## src/rtl/mio_arbiter_pkg.sv

```systemverilog
// mio_arb_pkg: shared encodings for the memory/IO port arbiter.
//   - FSM state encodings (IDLE, ACCESS, RESP)
//   - owner encodings, which also drive the grant_out debug output
//   - pick_owner(): arbitration between simultaneous requests
package mio_arb_pkg;

    typedef logic [1:0] owner_t;

    localparam logic [1:0] ST_IDLE   = 2'd0;
    localparam logic [1:0] ST_ACCESS = 2'd1;
    localparam logic [1:0] ST_RESP   = 2'd2;

    localparam owner_t OWN_NONE = 2'b00;
    localparam owner_t OWN_CPU  = 2'b01;
    localparam owner_t OWN_DMA  = 2'b10;

    // Winner for this IDLE cycle. On a tie, round-robin gives the port to
    // whichever master did not own the previous transfer; cpu_prio forces
    // the CPU to win every tie.
    function automatic owner_t pick_owner(
        input logic   cpu_req,
        input logic   dma_req,
        input owner_t last_owner,
        input logic   cpu_prio
    );
        owner_t owner;
        owner = OWN_NONE;
        if (cpu_req && dma_req) begin
            owner = (cpu_prio || (last_owner != OWN_CPU)) ? OWN_CPU : OWN_DMA;
        end else if (cpu_req) begin
            owner = OWN_CPU;
        end else if (dma_req) begin
            owner = OWN_DMA;
        end
        return owner;
    endfunction

endpackage

```

## src/rtl/mio_arbiter_if.sv

```systemverilog
// mio_arbiter_if: bundle of the CPU, DMA and memory-side signals around the
// arbiter.
//   slave  : arbiter's view (takes both requests, drives memory port)
//   master : environment's view (CPU, DMA engine and memory model)
//
// Handshake: a requester raises its request (CPU_MIO / dma_req) with we,
// addr and wdata stable and holds all of them until its one-cycle pulse
// (MIO_ready / dma_ack). Read data is valid only while the pulse is high.
// The request must be dropped in the cycle after the pulse, otherwise it is
// taken as a new transfer. There is no abort: once granted, a transfer
// always completes and always pulses.
interface mio_arbiter_if #(
    parameter int ADDR_W = 32,
    parameter int DATA_W = 32
);
    // CPU side
    logic              CPU_MIO;
    logic              cpu_we;
    logic [ADDR_W-1:0] cpu_addr;
    logic [DATA_W-1:0] cpu_wdata;
    logic [DATA_W-1:0] cpu_rdata;
    logic              MIO_ready;
    // DMA side
    logic              dma_req;
    logic              dma_we;
    logic [ADDR_W-1:0] dma_addr;
    logic [DATA_W-1:0] dma_wdata;
    logic [DATA_W-1:0] dma_rdata;
    logic              dma_ack;
    // Memory side
    logic              mem_en;
    logic              mem_we;
    logic [ADDR_W-1:0] mem_addr;
    logic [DATA_W-1:0] mem_wdata;
    logic [DATA_W-1:0] mem_rdata;

    modport slave (
        input  CPU_MIO, cpu_we, cpu_addr, cpu_wdata,
        output cpu_rdata, MIO_ready,
        input  dma_req, dma_we, dma_addr, dma_wdata,
        output dma_rdata, dma_ack,
        output mem_en, mem_we, mem_addr, mem_wdata,
        input  mem_rdata
    );

    modport master (
        output CPU_MIO, cpu_we, cpu_addr, cpu_wdata,
        input  cpu_rdata, MIO_ready,
        output dma_req, dma_we, dma_addr, dma_wdata,
        input  dma_rdata, dma_ack,
        input  mem_en, mem_we, mem_addr, mem_wdata,
        output mem_rdata
    );
endinterface

```

## src/rtl/mio_arbiter_wait_cnt.sv

```systemverilog
// mio_wait_cnt: loadable 4-bit down-counter for memory wait states.
// Ports:
//   clk, reset : clock, synchronous active-high reset (count -> 0)
//   load       : load load_val (has priority over en)
//   load_val   : value to load
//   en         : decrement by one; holds at zero
//   count      : current value
//   zero       : count == 0
module mio_wait_cnt (
    input  logic       clk,
    input  logic       reset,
    input  logic       load,
    input  logic [3:0] load_val,
    input  logic       en,
    output logic [3:0] count,
    output logic       zero
);

    always_ff @(posedge clk) begin
        if (reset) begin
            count <= 4'd0;
        end else if (load) begin
            count <= load_val;
        end else if (en && (count != 4'd0)) begin
            count <= count - 4'd1;
        end
    end

    assign zero = (count == 4'd0);

endmodule

```

## src/rtl/mio_arbiter.sv

```systemverilog
// mio_arbiter: shares one memory/IO port between the multicycle CPU
// controller and a DMA/peripheral master. Each transfer is IDLE (arbitrate,
// latch) -> ACCESS for MEM_LAT cycles -> RESP (one-cycle ready/ack with
// registered read data) -> IDLE.
// Ports:
//   clk, reset : clock, synchronous active-high reset
//   bus        : mio_arbiter_if.slave (CPU, DMA and memory signals)
//   grant_out  : current owner, 00 none / 01 CPU / 10 DMA
//   state_out  : FSM state (debug)
// Parameters: ADDR_W, DATA_W, MEM_LAT (1..15 wait cycles per transfer).
// Build option: define MIO_ARBITER_CPU_PRIO_EN for fixed CPU priority on
// simultaneous requests; otherwise ties are resolved round-robin.
module mio_arbiter
    import mio_arb_pkg::*;
#(
    parameter int ADDR_W  = 32,
    parameter int DATA_W  = 32,
    parameter int MEM_LAT = 2
) (
    input  logic         clk,
    input  logic         reset,
    mio_arbiter_if.slave bus,
    output logic [1:0]   grant_out,
    output logic [1:0]   state_out
);

`ifdef MIO_ARBITER_CPU_PRIO_EN
    localparam logic CPU_PRIO = 1'b1;
`else
    localparam logic CPU_PRIO = 1'b0;
`endif

    // Counter starts at MEM_LAT-1 so that the zero cycle is the last of
    // MEM_LAT ACCESS cycles.
    localparam logic [3:0] LOAD_VAL = 4'(MEM_LAT - 1);

    logic [1:0]        state;
    owner_t            owner;
    owner_t            last_owner;
    owner_t            next_owner;
    logic              lat_we;
    logic [ADDR_W-1:0] lat_addr;
    logic [DATA_W-1:0] lat_wdata;
    logic [DATA_W-1:0] cpu_rdata_q;
    logic [DATA_W-1:0] dma_rdata_q;

    logic              cnt_load;
    logic              cnt_en;
    logic [3:0]        cnt_val;
    logic              cnt_zero;
    logic              in_access;

    assign next_owner = pick_owner(bus.CPU_MIO, bus.dma_req, last_owner, CPU_PRIO);
    assign in_access  = (state == ST_ACCESS);
    assign cnt_load   = (state == ST_IDLE) && (next_owner != OWN_NONE);
    assign cnt_en     = in_access;

    mio_wait_cnt u_wait_cnt (
        .clk      (clk),
        .reset    (reset),
        .load     (cnt_load),
        .load_val (LOAD_VAL),
        .en       (cnt_en),
        .count    (cnt_val),
        .zero     (cnt_zero)
    );

    always_ff @(posedge clk) begin
        if (reset) begin
            state       <= ST_IDLE;
            owner       <= OWN_NONE;
            last_owner  <= OWN_DMA;
            lat_we      <= 1'b0;
            lat_addr    <= '0;
            lat_wdata   <= '0;
            cpu_rdata_q <= '0;
            dma_rdata_q <= '0;
        end else begin
            case (state)
                ST_IDLE: begin
                    if (next_owner != OWN_NONE) begin
                        owner <= next_owner;
                        if (next_owner == OWN_CPU) begin
                            lat_we    <= bus.cpu_we;
                            lat_addr  <= bus.cpu_addr;
                            lat_wdata <= bus.cpu_wdata;
                        end else begin
                            lat_we    <= bus.dma_we;
                            lat_addr  <= bus.dma_addr;
                            lat_wdata <= bus.dma_wdata;
                        end
                        state <= ST_ACCESS;
                    end
                end
                ST_ACCESS: begin
                    if (cnt_zero) begin
                        last_owner <= owner;
                        if (!lat_we) begin
                            if (owner == OWN_CPU) begin
                                cpu_rdata_q <= bus.mem_rdata;
                            end else begin
                                dma_rdata_q <= bus.mem_rdata;
                            end
                        end
                        state <= ST_RESP;
                    end
                end
                ST_RESP: begin
                    owner <= OWN_NONE;
                    state <= ST_IDLE;
                end
                default: begin
                    owner <= OWN_NONE;
                    state <= ST_IDLE;
                end
            endcase
        end
    end

    // Memory port is quiet outside ACCESS; the write strobe fires only on
    // the final ACCESS cycle, so a reset earlier in ACCESS never commits.
    assign bus.mem_en    = in_access;
    assign bus.mem_we    = in_access && lat_we && cnt_zero;
    assign bus.mem_addr  = in_access ? lat_addr  : '0;
    assign bus.mem_wdata = in_access ? lat_wdata : '0;

    assign bus.MIO_ready = (state == ST_RESP) && (owner == OWN_CPU);
    assign bus.dma_ack   = (state == ST_RESP) && (owner == OWN_DMA);
    assign bus.cpu_rdata = cpu_rdata_q;
    assign bus.dma_rdata = dma_rdata_q;

    assign grant_out = owner;
    assign state_out = state;

endmodule
```

## src/flat_wrapper.sv

```systemverilog
// flat-port wrapper written by rule: the top's interface ports become plain ports
module mio_arbiter_flat import mio_arb_pkg::*;
#(
    parameter int ADDR_W  = 32,
    parameter int DATA_W  = 32,
    parameter int MEM_LAT = 2
)
  (clk, reset, grant_out, state_out, bus_CPU_MIO, bus_cpu_we, bus_cpu_addr, bus_cpu_wdata, bus_cpu_rdata, bus_MIO_ready, bus_dma_req, bus_dma_we, bus_dma_addr, bus_dma_wdata, bus_dma_rdata, bus_dma_ack, bus_mem_en, bus_mem_we, bus_mem_addr, bus_mem_wdata, bus_mem_rdata);
  mio_arbiter_if #(.ADDR_W(ADDR_W), .DATA_W(DATA_W)) bus_i ();
  input  logic clk;
  input  logic reset;
  output logic [1:0] grant_out;
  output logic [1:0] state_out;
  input wire logic [$bits(bus_i.CPU_MIO)-1:0] bus_CPU_MIO;
  input wire logic [$bits(bus_i.cpu_we)-1:0] bus_cpu_we;
  input wire logic [$bits(bus_i.cpu_addr)-1:0] bus_cpu_addr;
  input wire logic [$bits(bus_i.cpu_wdata)-1:0] bus_cpu_wdata;
  output wire logic [$bits(bus_i.cpu_rdata)-1:0] bus_cpu_rdata;
  output wire logic [$bits(bus_i.MIO_ready)-1:0] bus_MIO_ready;
  input wire logic [$bits(bus_i.dma_req)-1:0] bus_dma_req;
  input wire logic [$bits(bus_i.dma_we)-1:0] bus_dma_we;
  input wire logic [$bits(bus_i.dma_addr)-1:0] bus_dma_addr;
  input wire logic [$bits(bus_i.dma_wdata)-1:0] bus_dma_wdata;
  output wire logic [$bits(bus_i.dma_rdata)-1:0] bus_dma_rdata;
  output wire logic [$bits(bus_i.dma_ack)-1:0] bus_dma_ack;
  output wire logic [$bits(bus_i.mem_en)-1:0] bus_mem_en;
  output wire logic [$bits(bus_i.mem_we)-1:0] bus_mem_we;
  output wire logic [$bits(bus_i.mem_addr)-1:0] bus_mem_addr;
  output wire logic [$bits(bus_i.mem_wdata)-1:0] bus_mem_wdata;
  input wire logic [$bits(bus_i.mem_rdata)-1:0] bus_mem_rdata;
  assign bus_i.CPU_MIO = bus_CPU_MIO;
  assign bus_i.cpu_we = bus_cpu_we;
  assign bus_i.cpu_addr = bus_cpu_addr;
  assign bus_i.cpu_wdata = bus_cpu_wdata;
  assign bus_cpu_rdata = bus_i.cpu_rdata;
  assign bus_MIO_ready = bus_i.MIO_ready;
  assign bus_i.dma_req = bus_dma_req;
  assign bus_i.dma_we = bus_dma_we;
  assign bus_i.dma_addr = bus_dma_addr;
  assign bus_i.dma_wdata = bus_dma_wdata;
  assign bus_dma_rdata = bus_i.dma_rdata;
  assign bus_dma_ack = bus_i.dma_ack;
  assign bus_mem_en = bus_i.mem_en;
  assign bus_mem_we = bus_i.mem_we;
  assign bus_mem_addr = bus_i.mem_addr;
  assign bus_mem_wdata = bus_i.mem_wdata;
  assign bus_i.mem_rdata = bus_mem_rdata;
  mio_arbiter #(.ADDR_W(ADDR_W), .DATA_W(DATA_W), .MEM_LAT(MEM_LAT)) u_core (.clk(clk), .reset(reset), .bus(bus_i), .grant_out(grant_out), .state_out(state_out));
endmodule
```

## config.mk

```make
export PLATFORM = sky130hd
export DESIGN_NAME = mio_arbiter_flat
export DESIGN_NICKNAME = d
export VERILOG_FILES = /design/src/rtl/mio_arbiter_pkg.sv /design/src/rtl/mio_arbiter_if.sv /design/src/rtl/mio_arbiter_wait_cnt.sv /design/src/rtl/mio_arbiter.sv /design/src/flat_wrapper.sv
export SDC_FILE = /design/constraint.sdc
export NUM_CORES = 1
export LEC_CHECK = 0
export CELL_PAD_IN_SITES_DETAIL_PLACEMENT = 1
export CELL_PAD_IN_SITES_GLOBAL_PLACEMENT = 1
export CORE_MARGIN = 2
export CORE_UTILIZATION = 32
export CTS_CLUSTER_DIAMETER = 80
export CTS_CLUSTER_SIZE = 28
export DETAILED_ROUTE_END_ITERATION = 12
export MAX_ROUTING_LAYER = met4
export PLACE_DENSITY_LB_ADDON = 0.12
export SYNTH_ARGS = -nofsm -noshare
export SYNTH_HDL_FRONTEND = slang
export SYNTH_SLANG_ARGS = --single-unit
```

## constraint.sdc

```tcl
create_clock -name clk -period 4.56 [get_ports clk]
set_input_delay 0.684 -clock clk [delete_from_list [all_inputs] [get_ports clk]]
set_output_delay 0.684 -clock clk [all_outputs]
set_load 0.1 [all_outputs]
```

==> run summary <==
Final setup TNS: 0 ns
Share of the synthesized area in the top cell type: 40.9%
Clock Skews: 0.0132 ns
FFs w/ async S/R, synth: 0%
Clock network latency to the later pin of the worst-skew pair: 0.42 ns
DR iter-0 viols: 329
Pwr per Cell Area: 405 nW/µm²
Vias in the first global route: 7372
H-tree depth: 4
GRT Residual Overflow: 0
Startpoint types: flop
Fmax: 254 MHz
Syn nets: 992
CTS resizes: 0
CTS max path bufs: 2
Final HPWL DP: 17.1 mm
Die width: 150 µm
Post-synth EDFFs: 0
Fin crit share: 86.2%
Drt pass-1 iters: 5
Max-Cap Viols: 0
Placer Congestion: 0.772
Pin count of the biggest net entering global routing: 72
Vias per cell: 5.49
Final antenna-violating net count: 0
Initial Util: 32.5%
WL final: 26.1 mm
TritonCTS clock tree: done
Gr usage total: 23.4%
Cell Area, Placed: 9890 µm²
Worst VDD drop: 0.258 mV
Worst Path Max Fanout: 26
Yosys warnings: 0
Final Max Tran Viols: 0
DRC violations left: 0
Synth Register Bits: 139
Lkg Pwr: 0.00339 µW
Die area: 22500 µm²
Final hold vios: 0
WP data required: 3.88 ns
Post-route cell area: 10500 µm²
Slew @ Worst Pin: 1.11 ns
Slew HR: 26.0%
Worst path arrival time: 3.25 ns
Setup CP Type: flop to primary output
Outcome: finished clean
Post-CTS Setup Bufs: 0
RSZ-0062 raised after global routing: no
Layout fillers: 2450
HP Class: flop to flop
Syn_area_per_cell: 8.25 µm²
Worst-path clk slew: 0.06 ns
Routed len/inst: 19.4 µm
Die Ht: 150 µm
Synth unique cells: 39
Sequential-to-total area share from yosys stat: 40.9%
Initial antenna violation count: 0
Element type at the critical path end: primary output
Hold Buf Count CTS: 0
Yosys top cell by area: dfxtp_1
Footprint of the multi-input gates: 3340 µm²
Register cell area after layout: 2780 µm²
Commonest non-fill, non-tap cell in the layout: clkdlybuf4s50_1
First-pass GRT wire length: 40.7 mm
Leading register cell type out of synthesis: dfxtp_1
Cell Rows: 53
Nets@finish: 1220
Mapped Area: 6810 µm²
Minimum clock period: 3.93 ns
I/O Buffers: 301
P&R area growth vs syn: 54.1%
Core area: 21000 µm²
# IOs: 302
Num CTS Buffers: 17
Most frequent cells in the layout: clkdlybuf4s50_1, dfxtp_1, nand3_1
Clock Sinks: 139
Share of cells above drive strength 1: 8.82%
Clock Tree Root: clkbuf_16
Cells after Synth: 825
Final setup vio count: 0
Vias post-DR: 7365
Antenna diode count: 0
Ranking of synthesized cells by area: dfxtp_1, o221ai_1, o2111ai_1
==> flip-flops by register name, indices dropped and copies added (netlist names), 2 cells and up <==
signal / cells
u_core.lat_addr: 32
u_core.bus.dma_rdata: 32
u_core.lat_wdata: 32
u_core.last_owner: 2
u_core.grant_out: 2
u_core.state_out: 2
u_core.u_wait_cnt.count: 4
u_core.bus.cpu_rdata: 32
==> final timing paths <==
| kind | startpoint | end | slack [ns] | cells past startpoint |
|---|---|---|---|---|
| worst max-delay path | u_core.state_out[1] | bus_mem_we | 0.63 | 5 |
| worst min register to register | u_core.bus.dma_rdata[20] | u_core.bus.dma_rdata[20] | 0.47 | 2 |
| worst min-delay path | u_core.bus.dma_rdata[20] | u_core.bus.dma_rdata[20] | 0.47 | 2 |
| worst max register to register | u_core.state_out[1] | u_core.u_wait_cnt.count[0] | 2.35 | 4 |
==> worst max-delay path: stages (launching register included) <==
cell and delay, ns:
dfxtp_1 0.60, nand2b_2 0.59, clkinv_1 0.40, nand2_1 0.20
nor2_1 0.05, clkdlybuf4s50_1 1.00
==> cell type report <==
class / instances / area share (%)
well taps: 275 / 3.28
repair buffers: 319 / 30.1
inverters: 72 / 2.58
flip-flops and latches: 139 / 26.5
multi-input cells: 504 / 31.8
clock inverters: 14 / 1.53
clock buffers: 18 / 4.19
==> layer usage <==
layer,global-route usage (%),share of wire [%],vias to the layer above
li1,-,-,3551
met1,29.6,44,3574
met5,-,0,-
met4,5.42,1.4,0
met3,6.07,6.5,23
met2,37.4,48,217
==> cells in the mapped netlist, types with 3 or more instances <==
library cell and number:
clkbuf_1 63, o21ai_1 33, dfxtp_1 139, inv_1 71, buf_2 31, buf_1 11
nand2b_1 4, o31ai_2 28, o21ai_0 3, nor2_1 68, nand4_1 32, nand2_1 5
o2111ai_1 65, a21oi_1 71, o221ai_1 66, nand3_1 102, buf_6 5, o31ai_1 4
==> metrics by stage <==
stage | hold slack (ns) | cells | power (µW) | setup slack, ns | util [%]
after floorplan | 0.463 | 825 | 2420 | 0.675 | -
final | 0.469 | 1341 | 4250 | 0.629 | 50.1
after global routing | 0.495 | 1341 | 4430 | 0.370 | 50.1
after CTS | 0.475 | 1341 | 4290 | 0.563 | 50.1
after detailed placement | 0.464 | 1309 | 2860 | 1.02 | 47.2
after global placement | 0.455 | 1309 | 2850 | 1.08 | 47.2
==> cells by family (layout without fill, tap and decap cells) <==
| group | Yosys count | in the layout | synth area share [%] |
|---|---|---|---|
| buffers and inverters | 182 | 423 | 11.2 |
| adder cells (fa/ha/maj) | 1 | 1 | 0.184 |
| AO/OA/AOI/OAI | 276 | 276 | 31.1 |
| AND/OR/NAND/NOR | 227 | 227 | 16.7 |
| flip-flops | 139 | 139 | 40.9 |
==> report_power, final <==
group / switching (µW) / internal, µW / total (µW)
Combinational: 1040 / 403 / 1450
Clock: 592 / 832 / 1420
Sequential: 52.4 / 1320 / 1380
Power figures use the tool's default switching activity.
